===== config.mk =====
export PLATFORM = sky130hd
export DESIGN_NAME = psum_drain
export DESIGN_NICKNAME = d
export VERILOG_FILES = /design/src/rtl/npu_pkg.sv /design/src/rtl/psum_fifo.sv /design/src/rtl/psum_drain.sv
export SDC_FILE = /design/constraint.sdc
export NUM_CORES = 1
export LEC_CHECK = 0
export CAP_MARGIN = 25
export CORE_MARGIN = 4
export CORE_UTILIZATION = 50
export CTS_BUF_LIST = sky130_fd_sc_hd__clkbuf_16
export DETAILED_ROUTE_END_ITERATION = 10
export PLACE_DENSITY = 0.83
export RECOVER_POWER = 100
export SYNTH_ARGS = -nofsm -noshare
export SYNTH_HDL_FRONTEND = slang
export SYNTH_SLANG_ARGS = --single-unit

===== constraint.sdc =====
create_clock -name clk -period 3.2 [get_ports clk]
set_clock_uncertainty 0.15 [all_clocks]
set_input_delay 0.64 -clock clk [delete_from_list [all_inputs] [get_ports clk]]
set_output_delay 0.64 -clock clk [all_outputs]
set_load 0.005 [all_outputs]

===== src/rtl/npu_pkg.sv =====
// npu_pkg: shared NPU constants so the MAC and the drain agree on widths and latency
package npu_pkg;
   localparam int NPU_WIDTH   = 16;
   localparam int NPU_OUT_W   = 8;
   localparam int NPU_MAC_LAT = 3;
endpackage


===== src/rtl/psum_fifo.sv =====
// psum_fifo: synchronous show-ahead FIFO; data reads 0 while empty
module psum_fifo import npu_pkg::*; #(
   parameter int W     = NPU_OUT_W,
   parameter int DEPTH = 4
) (
   input  logic         clk,
   input  logic         rstb,
   input  logic         push,
   input  logic         pop,
   input  logic [W-1:0] din,
   output logic [W-1:0] dout,
   output logic         full,
   output logic         empty
);
   localparam int AW = $clog2(DEPTH);
   logic [W-1:0]  mem [DEPTH];
   logic [AW-1:0] wp, rp;
   logic [AW:0]   cnt;
   logic          do_push, do_pop;
   assign empty   = cnt == '0;
   assign full    = cnt == (AW+1)'(DEPTH);
   assign do_pop  = pop && !empty;
   assign do_push = push && (!full || do_pop);
   assign dout    = empty ? '0 : mem[rp];
   // storage array, written only on an accepted push
   always_ff @(posedge clk) begin
      if (do_push) mem[wp] <= din;
   end
   // pointers wrap modulo DEPTH; the extra count bit separates full from empty
   always_ff @(posedge clk or negedge rstb) begin
      if (!rstb) begin
         wp  <= '0;
         rp  <= '0;
         cnt <= '0;
      end else begin
         wp  <= wp + AW'(do_push);
         rp  <= rp + AW'(do_pop);
         cnt <= cnt + (AW+1)'(do_push) - (AW+1)'(do_pop);
      end
   end
endmodule


===== src/rtl/psum_drain.sv =====
// psum_drain: per-window dot product from MAC snapshots, ReLU/shift/saturate, output FIFO
module psum_drain import npu_pkg::*; #(
   parameter int WIDTH   = NPU_WIDTH,
   parameter int OUT_W   = NPU_OUT_W,
   parameter int MAC_LAT = NPU_MAC_LAT,
   parameter int DEPTH   = 4
) (
   input  logic                       clk,
   input  logic                       rstb,
   input  logic                       tag_valid,
   input  logic                       tag_last,
   input  logic signed [WIDTH-1:0]    mac_out,
   input  logic                       relu_en,
   input  logic [$clog2(WIDTH)-1:0]   shift,
   output logic signed [OUT_W-1:0]    out_data,
   output logic                       out_valid,
   input  logic                       out_ready,
   output logic                       overflow
);
   localparam logic signed [WIDTH-1:0] SAT_HI = WIDTH'(2**(OUT_W-1)-1);
   localparam logic signed [WIDTH-1:0] SAT_LO = ~SAT_HI;
   logic [MAC_LAT-1:0]       tag_pipe;
   logic                     cap, full, empty;
   logic signed [WIDTH-1:0]  base, diff, r_shift, r_relu;
   logic [OUT_W-1:0]         res, head;
   assign cap       = tag_pipe[MAC_LAT-1];
   assign diff      = mac_out - base;
   assign r_shift   = diff >>> shift;
   assign out_valid = !empty;
   assign out_data  = head;
   // ReLU then clamp into the signed OUT_W range
   always_comb begin
      r_relu = (relu_en && r_shift[WIDTH-1]) ? '0 : r_shift;
      res    = (r_relu > SAT_HI) ? SAT_HI[OUT_W-1:0] :
               (r_relu < SAT_LO) ? SAT_LO[OUT_W-1:0] : r_relu[OUT_W-1:0];
   end
   // tag delay line, snapshot base and sticky drop flag
   always_ff @(posedge clk or negedge rstb) begin
      if (!rstb) begin
         tag_pipe <= '0;
         base     <= '0;
         overflow <= 1'b0;
      end else begin
         tag_pipe <= (tag_pipe << 1) | MAC_LAT'(tag_valid & tag_last);
         if (cap) base <= mac_out;
         if (cap && full && !out_ready) overflow <= 1'b1;
      end
   end
   psum_fifo #(.W(OUT_W), .DEPTH(DEPTH)) u_fifo (
      .clk   (clk),
      .rstb  (rstb),
      .push  (cap),
      .pop   (out_ready),
      .din   (res),
      .dout  (head),
      .full  (full),
      .empty (empty)
   );
endmodule


==> out/results.tsv, run 1 <==
metric	value	unit
status	finished with violations	
violated checks	negative setup slack	
vias in the first global route	3513	
final-layout fill cell count	496	
Die W	98.3	um
final worst-path cycle share	119	%
Post-route DRC	0	
post-route ant nets	0	
RR Startpoint	base[0]	
core area	0.00781	mm2
area grow syn2layout	39.9	%
max incr delay on CP	530	ps
static leakage	2.29	nW
pin count of the biggest net entering global routing	33	
grt ovf	0	
Gate power share	50.9	%
pre-CTS WS	-1420	ps
post-route setup TNS	-16470	ps
RePlAce Congestion	0.820	
number of antenna violations at the first check in global routing	0	
port buffer count	35	
DRT iter0 DRCs	174	
IR drop worst, VDD	0.000343	V
RSZ-0062 raised after global routing	yes	
CP Class	input port to flip-flop	
IO Pins	36	
# rows	32	
diode count	0	
cells after synthesis	365	
clock buffer depth	2	
nets	524	
Worst Path Max Fanout	7	
TritonCTS clock tree	yes	
Yosys warnings	0	
register share of total power	27.6	%
CP cell instances	clkdlybuf4s50_1 > ha_1 > buf_4 > nand2_2 > a211oi_2 > o21ai_2 > a31o_4 > xnor2_4 > mux4_2 > nor2_2 > a311oi_4 > buf_12 > o31ai_4	
Mapped Area	0.00407	mm2
Crit path max-delay family	compound AO/OA/AOI/OAI gates	
critical path's slowest cell	mux4_2	
post-route cell area	0.00570	mm2
Startpoint Class	input port	
min-delay src	tag_pipe[1]	
FF+latch count, synth	59	
die height	98.3	um
max_slew headroom	2.03	%
Tmin final	3820	ps
Worst R2R End	u_fifo.mem[3][4]	
Total GRT Usage	22.0	%
Synth Net Count	412	
Critical Path AT	3790	ps
total power	4.08	mW
MaxCap Viol Count	0	
DRT Pass-1 Iters	4	
dpl hpwl	6.70	mm
first-pass GRT wire length	17.0	mm
Worst Hold Class	flip-flop to flip-flop	
CTS sink cnt	59	
worst path required time	3170	ps
R2R cell count	13	
die area	0.00966	mm2
post-synthesis sequential area ratio	40.2	%
Initial Util	52.2	%
Synth Flop Type	edfxtp_1	
Via density	5.69	
commonest non-fill, non-tap cell in the layout	buf_4	
setup ws final	-617	ps
CP bufs+invs	3	
CTS Hold Bufs	0	
internal power	2.63	mW
post-placement cell area	0.00508	mm2
fin util	73.0	%
worst setup path startpoint	mac_out[7]	
# setup viols final	28	
hold path endpoint	tag_pipe[2]	
Min-Delay Path Depth	0	
fraction of layout instances using a drive strength above 1	36.9	%
root buffer cell	clkbuf_16	
hold violation count in the final report	0	
Synth Area per Inst	11.2	um2
actual slew at the worst max-slew pin	1470	ps
Distinct cells, synth	71	
Clk pwr share	21.5	%
flop-to-flop setup slack	-520	ps
Routed WL per cell	17.6	um
Worst-path clk slew	60	ps
Vias	3321	
Sw Share	35.5	%
most frequent cells in the layout	buf_4, nand2_1, edfxtp_1, dfrtp_1, inv_1	
clock latency on the worst-skew pair	330	ps
NetSw	1.45	mW
Achievable Freq	0.262	GHz
H-tree levels	3	
Post-synth ARST share	45.8	%
TritonCTS Buffers	9	
drt total wl	10.3	mm
kind of end point of the critical path	flip-flop	
Power Dens Cells	716	mW/mm2
Slew Limit Fails	0	
EDFF count, synth	32	
==> registers in the layout, indices dropped and copies added, names as in the netlist <==
signal and count:
u_fifo.mem 32, base 16, tag_pipe 3, u_fifo.cnt 3, u_fifo.rp 2, u_fifo.wp 2, overflow 1
==> metrics by stage <==
stage	hold slack (ps)	cells
global route	212	584
global placement	181	561
finish	199	584
detailed placement	187	561
floorplan	181	365
CTS	199	584
==> worst reg2reg max path: stages (launching register included) <==
cell and delay, ps:
dfrtp_1 390, ha_4 160, inv_2 40, fa_2 390, a211oi_4 320, o21ai_4 120, a41oi_4 240, o31ai_4 120
xnor2_2 150, mux4_2 560, a221oi_4 350, o22ai_4 110, buf_12 160, o31ai_4 260
==> cells in the mapped netlist (3+ instances only) <==
library cell	n	area share, %
a211oi_1	3	0.55
a21oi_1	17	2.1
clkbuf_1	7	0.65
clkbuf_8	8	2.7
dfrtp_1	27	17
edfxtp_1	32	24
ha_1	19	5.8
inv_1	27	2.5
mux2_2	8	2.2
mux2i_1	9	2.2
mux4_2	14	7.7
nand2_1	35	3.2
nand3_1	7	0.86
nor2_1	25	2.3
nor2b_1	10	1.5
o21a_1	4	0.74
o21ai_0	22	2.7
o22ai_1	4	0.61
o31ai_1	7	1.3
xnor2_1	13	2.8
xor2_1	7	1.5
==> power by group through the flow <==
stage          Sequential (mW)  Combinational [mW]  Clock (mW)
3_3_place_gp              1.13                1.73           0
6_report                  1.13                2.08       0.879
5_1_grt                   1.15                2.24       0.932
3_5_place_dp              1.14                1.79           0
4_1_cts                   1.13                2.05       0.883
2_1_floorplan             1.07                1.15           0
==> per-layer routing <==
| layer | part of all wire [%] | up-vias | global-route usage (%) | routed length, um |
|---|---|---|---|---|
| li1 | - | 1570 | - | - |
| met1 | 41 | 1624 | 25.9 | 4180 |
| met2 | 53 | 101 | 39.4 | 5420 |
| met3 | 4.2 | 26 | 4.36 | 429 |
| met4 | 2.6 | 0 | 8.61 | 266 |
| met5 | 0 | - | 0 | 0 |
==> layout make-up <==
cell class,count,area [um2],area share [%]
Multi-Input combinational cell,261,2550,44.7
Sequential cell,59,1640,28.7
Timing Repair Buffer,119,1000,17.6
Clock buffer,9,225,3.95
Tap cell,102,128,2.24
Inverter,27,114,2.00
Clock inverter,7,45.0,0.790
==> what timing repair did <==
| item | CTS | global route |
|---|---|---|
| hold endpoints to repair | 0 | 0 |
| setup endpoints to repair | 28 | 28 |
| pin swaps | 20 | 0 |
| gates resized for setup | 54 | 8 |
| buffers inserted | 7 | 0 |
==> how the worst max path moves through the flow <==
stage | slack, ps | endpoint | cells after the start
after floorplan | -520 | u_fifo.mem[0][6] | 13
after global routing | -710 | u_fifo.mem[0][4] | 15
final | -620 | u_fifo.mem[3][4] | 13
after global placement | -1250 | u_fifo.mem[0][6] | 15
after detailed placement | -1420 | u_fifo.mem[1][4] | 15
after CTS | -520 | u_fifo.mem[1][6] | 15
==> cells by family (layout without fill, tap and decap cells) <==
kind of cell	count (synthesis)	after routing	synth area share, %
AND/OR/NAND/NOR	98	98	11.9
adder cells (fa/ha/maj)	21	21	6.82
flip-flops	59	59	40.2
XOR/XNOR	21	21	4.98
AO/OA/AOI/OAI	88	88	16.2
multiplexers	33	33	13.4
buffers and inverters	45	162	6.54
Power figures use the tool's default switching activity.
==> run 2, diff against run 1 <==
--- a/config.mk
+++ b/config.mk
@@ -8,7 +8,6 @@
 export CAP_MARGIN = 25
 export CORE_MARGIN = 4
 export CORE_UTILIZATION = 50
-export CTS_BUF_LIST = sky130_fd_sc_hd__clkbuf_16
 export DETAILED_ROUTE_END_ITERATION = 10
 export PLACE_DENSITY = 0.83
 export RECOVER_POWER = 100
==> out/results.tsv, run 2 (synthesis results as in run 1) <==
metric	value	unit
most frequent cells in the layout	buf_4, nand2_1, edfxtp_1, dfrtp_1, inv_1	
post-route ant nets	0	
fraction of layout instances using a drive strength above 1	37.6	%
DRT iter0 DRCs	169	
final-layout fill cell count	512	
dpl hpwl	6.70	mm
core area	0.00781	mm2
fin cells	586	
Tmin final	3710	ps
port buffer count	35	
Worst Hold Class	flip-flop to flip-flop	
Crit path max-delay family	compound AO/OA/AOI/OAI gates	
clock buffer depth	2	
actual slew at the worst max-slew pin	1450	ps
max incr delay on CP	560	ps
Worst-path clk slew	70	ps
CTS sink cnt	59	
CP bufs+invs	4	
Met3 Routed Length	450	um
Biggest register	u_fifo.mem	
Achievable Freq	0.270	GHz
CP Class	input port to flip-flop	
Slew Limit Fails	0	
final worst-path cycle share	116	%
Vias	3280	
commonest non-fill, non-tap cell in the layout	buf_4	
RR Startpoint	base[0]	
critical path's slowest cell	mux4_2	
worst path required time	3200	ps
IR drop worst, VDD	0.000313	V
grt ovf	0	
H-tree levels	3	
Initial Util	52.2	%
die area	0.00966	mm2
kind of end point of the critical path	flip-flop	
# setup viols final	28	
Via density	5.60	
Die W	98.3	um
worst setup path startpoint	mac_out[0]	
drt total wl	9.94	mm
IO Pins	36	
area grow syn2layout	38.6	%
Critical Path AT	3710	ps
hold violation count in the final report	0	
diode count	0	
met2 WL	5.21	mm
CP cell instances	buf_12 > inv_12 > ha_4 > inv_2 > fa_2 > a211oi_4 > o21ai_4 > a41oi_4 > o31ai_4 > xnor2_2 > mux4_2 > a221oi_4 > o22ai_4 > buf_12 > o31ai_4	
Largest register FFs	32	
root buffer cell	clkbuf_8	
violated checks	negative setup slack	
static leakage	2.25	nW
RSZ-0062 raised after global routing	yes	
Post-route DRC	0	
min-delay src	tag_pipe[1]	
MaxCap Viol Count	0	
Power Dens Cells	674	mW/mm2
Startpoint Class	input port	
setup ws final	-507	ps
first-pass GRT wire length	16.9	mm
DRT Pass-1 Iters	4	
Total GRT Usage	22.0	%
vias in the first global route	3447	
post-placement cell area	0.00508	mm2
clock latency on the worst-skew pair	350	ps
TritonCTS clock tree	yes	
top flop regs	u_fifo.mem: 32 flops, base: 16 flops	
metal1 wirelength	3.96	mm
post-route cell area	0.00565	mm2
Max Used Layer	met4	
Placed Instances	561	
pin count of the biggest net entering global routing	33	
die height	98.3	um
# rows	32	
status	finished with violations	
Routed WL per cell	17.0	um
post-route setup TNS	-13660	ps
number of antenna violations at the first check in global routing	0	
TritonCTS Buffers	9	
nets	526	
RePlAce Congestion	0.820	
max_slew headroom	3.09	%
Worst Path Max Fanout	7	
==> run 2: path summary, 6_finish.rpt <==
kind	depth (start not counted)	endpoint	slack, ps
max reg2reg	13	u_fifo.mem[1][6]	-470
min in group asynchronous	2	base[15]	1010
min	0	tag_pipe[2]	200
min reg2reg	0	tag_pipe[2]	200
max in group asynchronous	2	u_fifo.wp[1]	1040
max	15	u_fifo.mem[1][6]	-510
==> run 2: report_power, final <==
group / internal, mW / switching, mW
clock: 0.281 / 0.327
sequential: 1.00 / 0.116
combinational: 1.12 / 0.955
total: 2.41 / 1.40
==> run 2: timing repair <==
item,in CTS,in global routing
endpoints found under the setup margin,28,28
resized for setup,65,4
buffers inserted,9,0
hold buffers,0,0
pin swaps,23,0
==> run 2: final cells by class <==
cell class / instances / area (um2) / share of cell area (%)
Tap cell: 102 / 128 / 2.26
Clock inverter: 6 / 41.3 / 0.731
Sequential cell: 59 / 1640 / 29.0
Multi-Input combinational cell: 261 / 2580 / 45.7
Inverter: 27 / 114 / 2.02
Clock buffer: 10 / 128 / 2.26
Timing Repair Buffer: 121 / 1020 / 18.0
==> run 2: metal layers <==
metal	vias up	global-route usage (%)
met2	99	39.0
met5	-	0
met3	29	3.93
li1	1576	-
met1	1576	25.6
met4	0	10.6
==> run 2: through the flow <==
step / hold WS [ps] / utilization, % / setup slack [ps] / total power, mW
2_1_floorplan: 181 / - / -518 / 2.22
3_3_place_gp: 181 / 65.0 / -1250 / 2.86
6_report: 203 / 72.3 / -507 / 3.81
3_5_place_dp: 187 / 65.0 / -1420 / 2.93
5_1_grt: 217 / 72.3 / -624 / 4.06
4_1_cts: 204 / 72.3 / -457 / 3.80
==> run 3, diff against run 2 <==
--- a/config.mk
+++ b/config.mk
@@ -6,10 +6,12 @@
 export NUM_CORES = 1
 export LEC_CHECK = 0
 export CAP_MARGIN = 25
+export CORE_ASPECT_RATIO = 1.75
 export CORE_MARGIN = 4
 export CORE_UTILIZATION = 50
 export DETAILED_ROUTE_END_ITERATION = 10
-export PLACE_DENSITY = 0.83
+export DONT_BUFFER_PORTS = 1
+export PLACE_DENSITY = 0.78
 export RECOVER_POWER = 100
 export SYNTH_ARGS = -nofsm -noshare
 export SYNTH_HDL_FRONTEND = slang
==> out/results.tsv, run 3 (synthesis results as in run 1) <==
metric	value	unit
status	finished with violations	
violated checks	negative setup slack	
area grow syn2layout	22.5	%
post-route ant nets	0	
vias in the first global route	3248	
Total GRT Usage	20.0	%
MaxCap Viol Count	0	
R2R cell count	14	
Power Dens Cells	743	mW/mm2
busiest grt layer	met2	
commonest non-fill, non-tap cell in the layout	buf_4	
RePlAce Congestion	0.918	
pin count of the biggest net entering global routing	32	
Placed Instances	494	
Worst-path clk slew	50	ps
kind of end point of the critical path	flip-flop	
number of antenna violations at the first check in global routing	0	
IR drop worst, VDD	0.000356	V
actual slew at the worst max-slew pin	1480	ps
clock latency on the worst-skew pair	330	ps
clock buffer depth	2	
DRT iter0 DRCs	123	
min-delay src	tag_pipe[0]	
post-placement cell area	0.00456	mm2
port buffer count	0	
RR Startpoint	base[0]	
first-pass GRT wire length	15.2	mm
register share of total power	30.3	%
worst path required time	3190	ps
H-tree levels	3	
CTS sink cnt	59	
grt ovf	0	
DRT Pass-1 Iters	5	
post-route cell area	0.00499	mm2
Routed WL per cell	17.2	um
Critical Path AT	3590	ps
die area	0.00971	mm2
Min-Delay Path Depth	0	
Achievable Freq	0.278	GHz
NetSw	1.30	mW
M1 GR Usage	18.4	%
CP Class	flip-flop to flip-flop	
internal power	2.41	mW
hold path endpoint	tag_pipe[1]	
top flop regs	u_fifo.mem: 32 flops, base: 16 flops	
post-route setup TNS	-10470	ps
Sw Share	35.1	%
Worst Hold Class	flip-flop to flip-flop	
Gate power share	46.1	%
Worst R2R End	u_fifo.mem[0][3]	
fin cells	516	
global-route met2 utilization	39.5	%
# setup viols final	28	
TritonCTS Buffers	9	
RSZ-0062 raised after global routing	yes	
pre-CTS WS	-783	ps
most frequent cells in the layout	buf_4, nand2_1, edfxtp_1, dfrtp_1, inv_1	
# rows	43	
setup ws final	-398	ps
dpl hpwl	6.68	mm
core area	0.00796	mm2
Biggest register	u_fifo.mem	
drt total wl	8.89	mm
root buffer cell	clkbuf_16	
hold violation count in the final report	0	
Tmin final	3600	ps
Clk pwr share	23.6	%
Slew Limit Fails	0	
die height	127	um
met3 Track Usage GR	4.94	%
IO Pins	36	
Worst Path Max Fanout	6	
fraction of layout instances using a drive strength above 1	29.8	%
Die W	76.2	um
static leakage	2.01	nW
flop-to-flop setup slack	-400	ps
nets	468	
max_slew headroom	1.02	%
TritonCTS clock tree	yes	
diode count	0	
Post-route DRC	0	
Startpoint Class	flip-flop	
Via density	5.79	
Initial Util	51.2	%
Vias	2988	
Largest register FFs	32	
final worst-path cycle share	112	%
-- run 3: cell count changes in the layout (fill, tap and decap cells not counted), sizes merged --
cell | before | now
dlygate4sd2 | 6 | 0
clkdlybuf4s15 | 1 | 0
buf | 82 | 57
dlygate4sd3 | 5 | 1
clkbuf | 15 | 16
clkinvlp | 2 | 1
clkdlybuf4s50 | 22 | 0
-- run 3: area by class of cell --
| cell class | count | area (um2) |
|---|---|---|
| fill | 620 | 2970 |
| multi-input combinational | 261 | 2360 |
| sequential | 59 | 1640 |
| timing repair buffer | 63 | 494 |
| clock buffer | 11 | 233 |
| inverter | 27 | 114 |
| tap | 90 | 113 |
| clock inverter | 5 | 38.8 |
-- run 3: how the worst max path moves through the flow --
stage / depth (start not counted) / slack [ps] / endpoint / start
6_report: 14 / -400 / u_fifo.mem[0][3] / base[0]
5_1_grt: 14 / -610 / u_fifo.mem[2][3] / base[0]
4_1_cts: 12 / -350 / u_fifo.mem[1][6] / base[0]
3_5_place_dp: 10 / -780 / u_fifo.mem[0][3] / mac_out[2]
3_3_place_gp: 13 / -670 / u_fifo.mem[0][6] / mac_out[0]
2_1_floorplan: 13 / -520 / u_fifo.mem[0][6] / mac_out[0]
-- run 3: metal layers --
metal | routed length, um | part of all wire (%)
met5 | 0 | 0
met2 | 5370 | 60
met4 | 276 | 3.1
met1 | 2920 | 33
met3 | 325 | 3.7
-- run 3: repair_timing --
| item | 4_1_cts | 5_1_grt |
|---|---|---|
| setup endpoints to repair | 28 | 28 |
| resized for setup | 14 | 4 |
| hold buffers | 2 | 0 |
| pin swaps | 6 | 3 |
| buffers inserted | 2 | 2 |
| endpoints found under the hold margin | 27 | 0 |
-- run 3: critical path: stages, from the launching register on --
cell	delay (ps)
dfrtp_1	380
ha_4	140
inv_2	30
fa_2	360
a211oi_4	250
o21ai_4	100
a22oi_2	230
mux2_4	330
o21a_1	110
a222oi_1	350
buf_4	190
nor4b_4	240
o22ai_4	140
buf_12	170
o31ai_4	230
-- run 3: metrics by stage --
step                      total power, mW  util [%]  hold slack (ps)
final                                3.71      62.7              206
after global routing                 3.95      62.7              211
after CTS                            3.69      62.6              209
after detailed placement             2.67      57.2              195
after global placement               2.61      57.2              186
after floorplan                      2.22         -              181
-- run 3: power groups by stage --
stage               registers [mW]  logic [mW]  clock network (mW)
CTS                           1.13        1.67               0.896
finish                        1.12        1.71               0.877
global placement              1.13        1.48                   0
detailed placement            1.14        1.53                   0
floorplan                     1.07        1.15                   0
global route                  1.15        1.87               0.929
==> variant (settings of run 2) <==
Put one more register stage on the output `overflow`, with the module's reset. The value now appears one clock later. The other outputs are not delayed to match.
--- a/src/rtl/psum_drain.sv
+++ b/src/rtl/psum_drain.sv
@@ -19,6 +19,8 @@
 );
    localparam logic signed [WIDTH-1:0] SAT_HI = WIDTH'(2**(OUT_W-1)-1);
    localparam logic signed [WIDTH-1:0] SAT_LO = ~SAT_HI;
+
+   logic overflow_s0;
    logic [MAC_LAT-1:0]       tag_pipe;
    logic                     cap, full, empty;
    logic signed [WIDTH-1:0]  base, diff, r_shift, r_relu;
@@ -39,11 +41,11 @@
       if (!rstb) begin
          tag_pipe <= '0;
          base     <= '0;
-         overflow <= 1'b0;
+         overflow_s0 <= 1'b0;
       end else begin
          tag_pipe <= (tag_pipe << 1) | MAC_LAT'(tag_valid & tag_last);
          if (cap) base <= mac_out;
-         if (cap && full && !out_ready) overflow <= 1'b1;
+         if (cap && full && !out_ready) overflow_s0 <= 1'b1;
       end
    end
    psum_fifo #(.W(OUT_W), .DEPTH(DEPTH)) u_fifo (
@@ -56,5 +58,13 @@
       .full  (full),
       .empty (empty)
    );
+   always_ff @(posedge clk or negedge rstb) begin
+      if (!rstb) begin
+         overflow <= '0;
+      end else begin
+         overflow <= overflow_s0;
+      end
+   end
+
 endmodule
 
Check against the original RTL: not equivalent (a bounded check fails within 10 cycles, from zero or initial values and one cycle with rstb low).
==> variant against run 2 <==
The run ends with capacitance limit, slew limit, setup timing left. Sequential share of layout area rose by 0.48 points. Non-clock buffer count rose by 4. Via count rose by 2.8%. Critical path depth fell by 2. Worst hold slack got worse by 3.6 ps. Synthesized area rose by 0.61%. Sequential cell count rose by 1. Total power rose by 0.14%. Worst setup slack got worse by 67 ps. Design area fell by 0.13%. Wire length rose by 4.1%. Critical path type is now reg2reg. Largest power group unchanged. Highest routed layer unchanged.
==> variant: results (changes against run 2) <==
Post-Layout Cell Count -> 591 (+0.85%)
DRT Pass-1 Iters -> 4 (unchanged)
# setup viols final -> 28 (unchanged)
Post-synth EDFFs -> 32 (unchanged)
Max_slew headroom -> -0.981% (-4.1 points)
HP Start -> tag_pipe[0]
Synth cell count leaders -> 35 x nand2_1, 32 x edfxtp_1, 28 x dfrtp_1
Syn_nets -> 413 (+0.24%)
Failing checks -> capacitance limit, slew limit, setup timing
Global-route wire length before repair -> 17,100 um (+1.5%)
Grt ovf -> 0 (unchanged)
Layout cells sized above 1 -> 36.4% (-1.2 points)
Maximum vdd drop -> 0.000261 V (-17%)
Power per cell area -> 676 nW/um2 (+0.28%)
Worst Setup SP -> base[0]
GRT Total Usage -> 22.0% (about the same)
Clk pin slew, worst setup/hold paths -> 70 ps (about the same)
# fillers -> 505 (-1.4%)
Via/cell ratio -> 5.71 (+2.0%)
Switching pwr -> 1390 uW (-0.73%)
Worst Setup EP -> u_fifo.mem[2][6]
Grt met2 use -> 39.7% (+0.78 points)
Routability cong. -> 0.863 (+5.2%)
Initial antenna violation count -> 0 (unchanged)
Met3 Resource Use GR -> 4.25% (+0.32 points)
Count of cell types in the netlist -> 71 (unchanged)
R2R cell count -> 13 (unchanged)
Vias in the first global route -> 3,572 (+3.6%)
Worst Path Arrival -> 3770 ps (+60 ps)
Clk pwr -> 569 uW (-6.3%)
Register area share after synthesis -> 40.5% (+0.37 points)
Synth warn -> 0 (unchanged)
Nets -> 531 (+0.95%)
Synth area leaders -> edfxtp_1 23%, dfrtp_1 17%, mux4_2 7.7%
Hpwl dp -> 7050 um (+5.2%)
Sequential cell power -> 1150 uW
H-tree Lvls -> 3 (unchanged)
Leakage power -> 0.00226 uW (+0.64%)
Crit Path Max Fanout -> 7 (unchanged)
# placed instances -> 565 (+0.71%)
Max Cap Viol -> 1 (+1)
Final wirelength -> 10,400 um (+4.1%)
Initial DRC Count -> 164 (-3.0%)
FF-to-FF Start -> base[0]
Grt met1 use -> 25.3% (-0.35 points)
Area post-placement -> 5120 um2 (+0.94%)
Post-place setup slack -> -1380 ps (+42.7 ps)
Worst setup slack after layout -> -574 ps (-67.1 ps)
Final slew viol count -> 29 (+29)
TNS Setup -> -14,620 ps (-961 ps)
Mean post-synth cell area -> 11.2 um2 (+0.34%)
CP peak stage delay -> 580 ps (+20 ps)
Ys async rst share -> 46.7% (+0.90 points)
Worst Hold Endpoint -> tag_pipe[1]
WHS -> 199 ps (-3.59 ps)
Status -> complete, but fails checks
[variant: kinds of logic (layout without fill, tap and decap cells)]
logic type / Yosys count / after routing / synth area share, %
and+or+nand+nor: 98 / 98 / 11.8
AOI/OAI and AO/OA: 88 / 88 / 16.1
DFF: 60 / 60 / 40.5
buffers and inverters: 45 / 168 / 6.50
muxes: 33 / 33 / 13.3
adders and majority gates: 21 / 21 / 6.78
xor gates and xnor gates: 21 / 21 / 4.95
[variant: cell type report]
type	count	area, um2	area share [%]
inverters	27	114	2.02
repair buffers	125	1060	18.7
multi-input cells	261	2520	44.7
clock buffers	10	128	2.26
well taps	102	128	2.26
clock inverters	6	31.3	0.555
flip-flops and latches	60	1660	29.5
[variant: timing repair]
item | CTS | global route
pin swaps | 21 | 12
setup buffers | 8 | 3
setup endpoints to repair | 28 | 28
resized for setup | 59 | 3
[variant: metal layers]
metal | wire length [um] | share of wire, %
met4 | 315 | 3.0
met2 | 5530 | 53
met1 | 4150 | 40
met3 | 356 | 3.4
met5 | 0 | 0
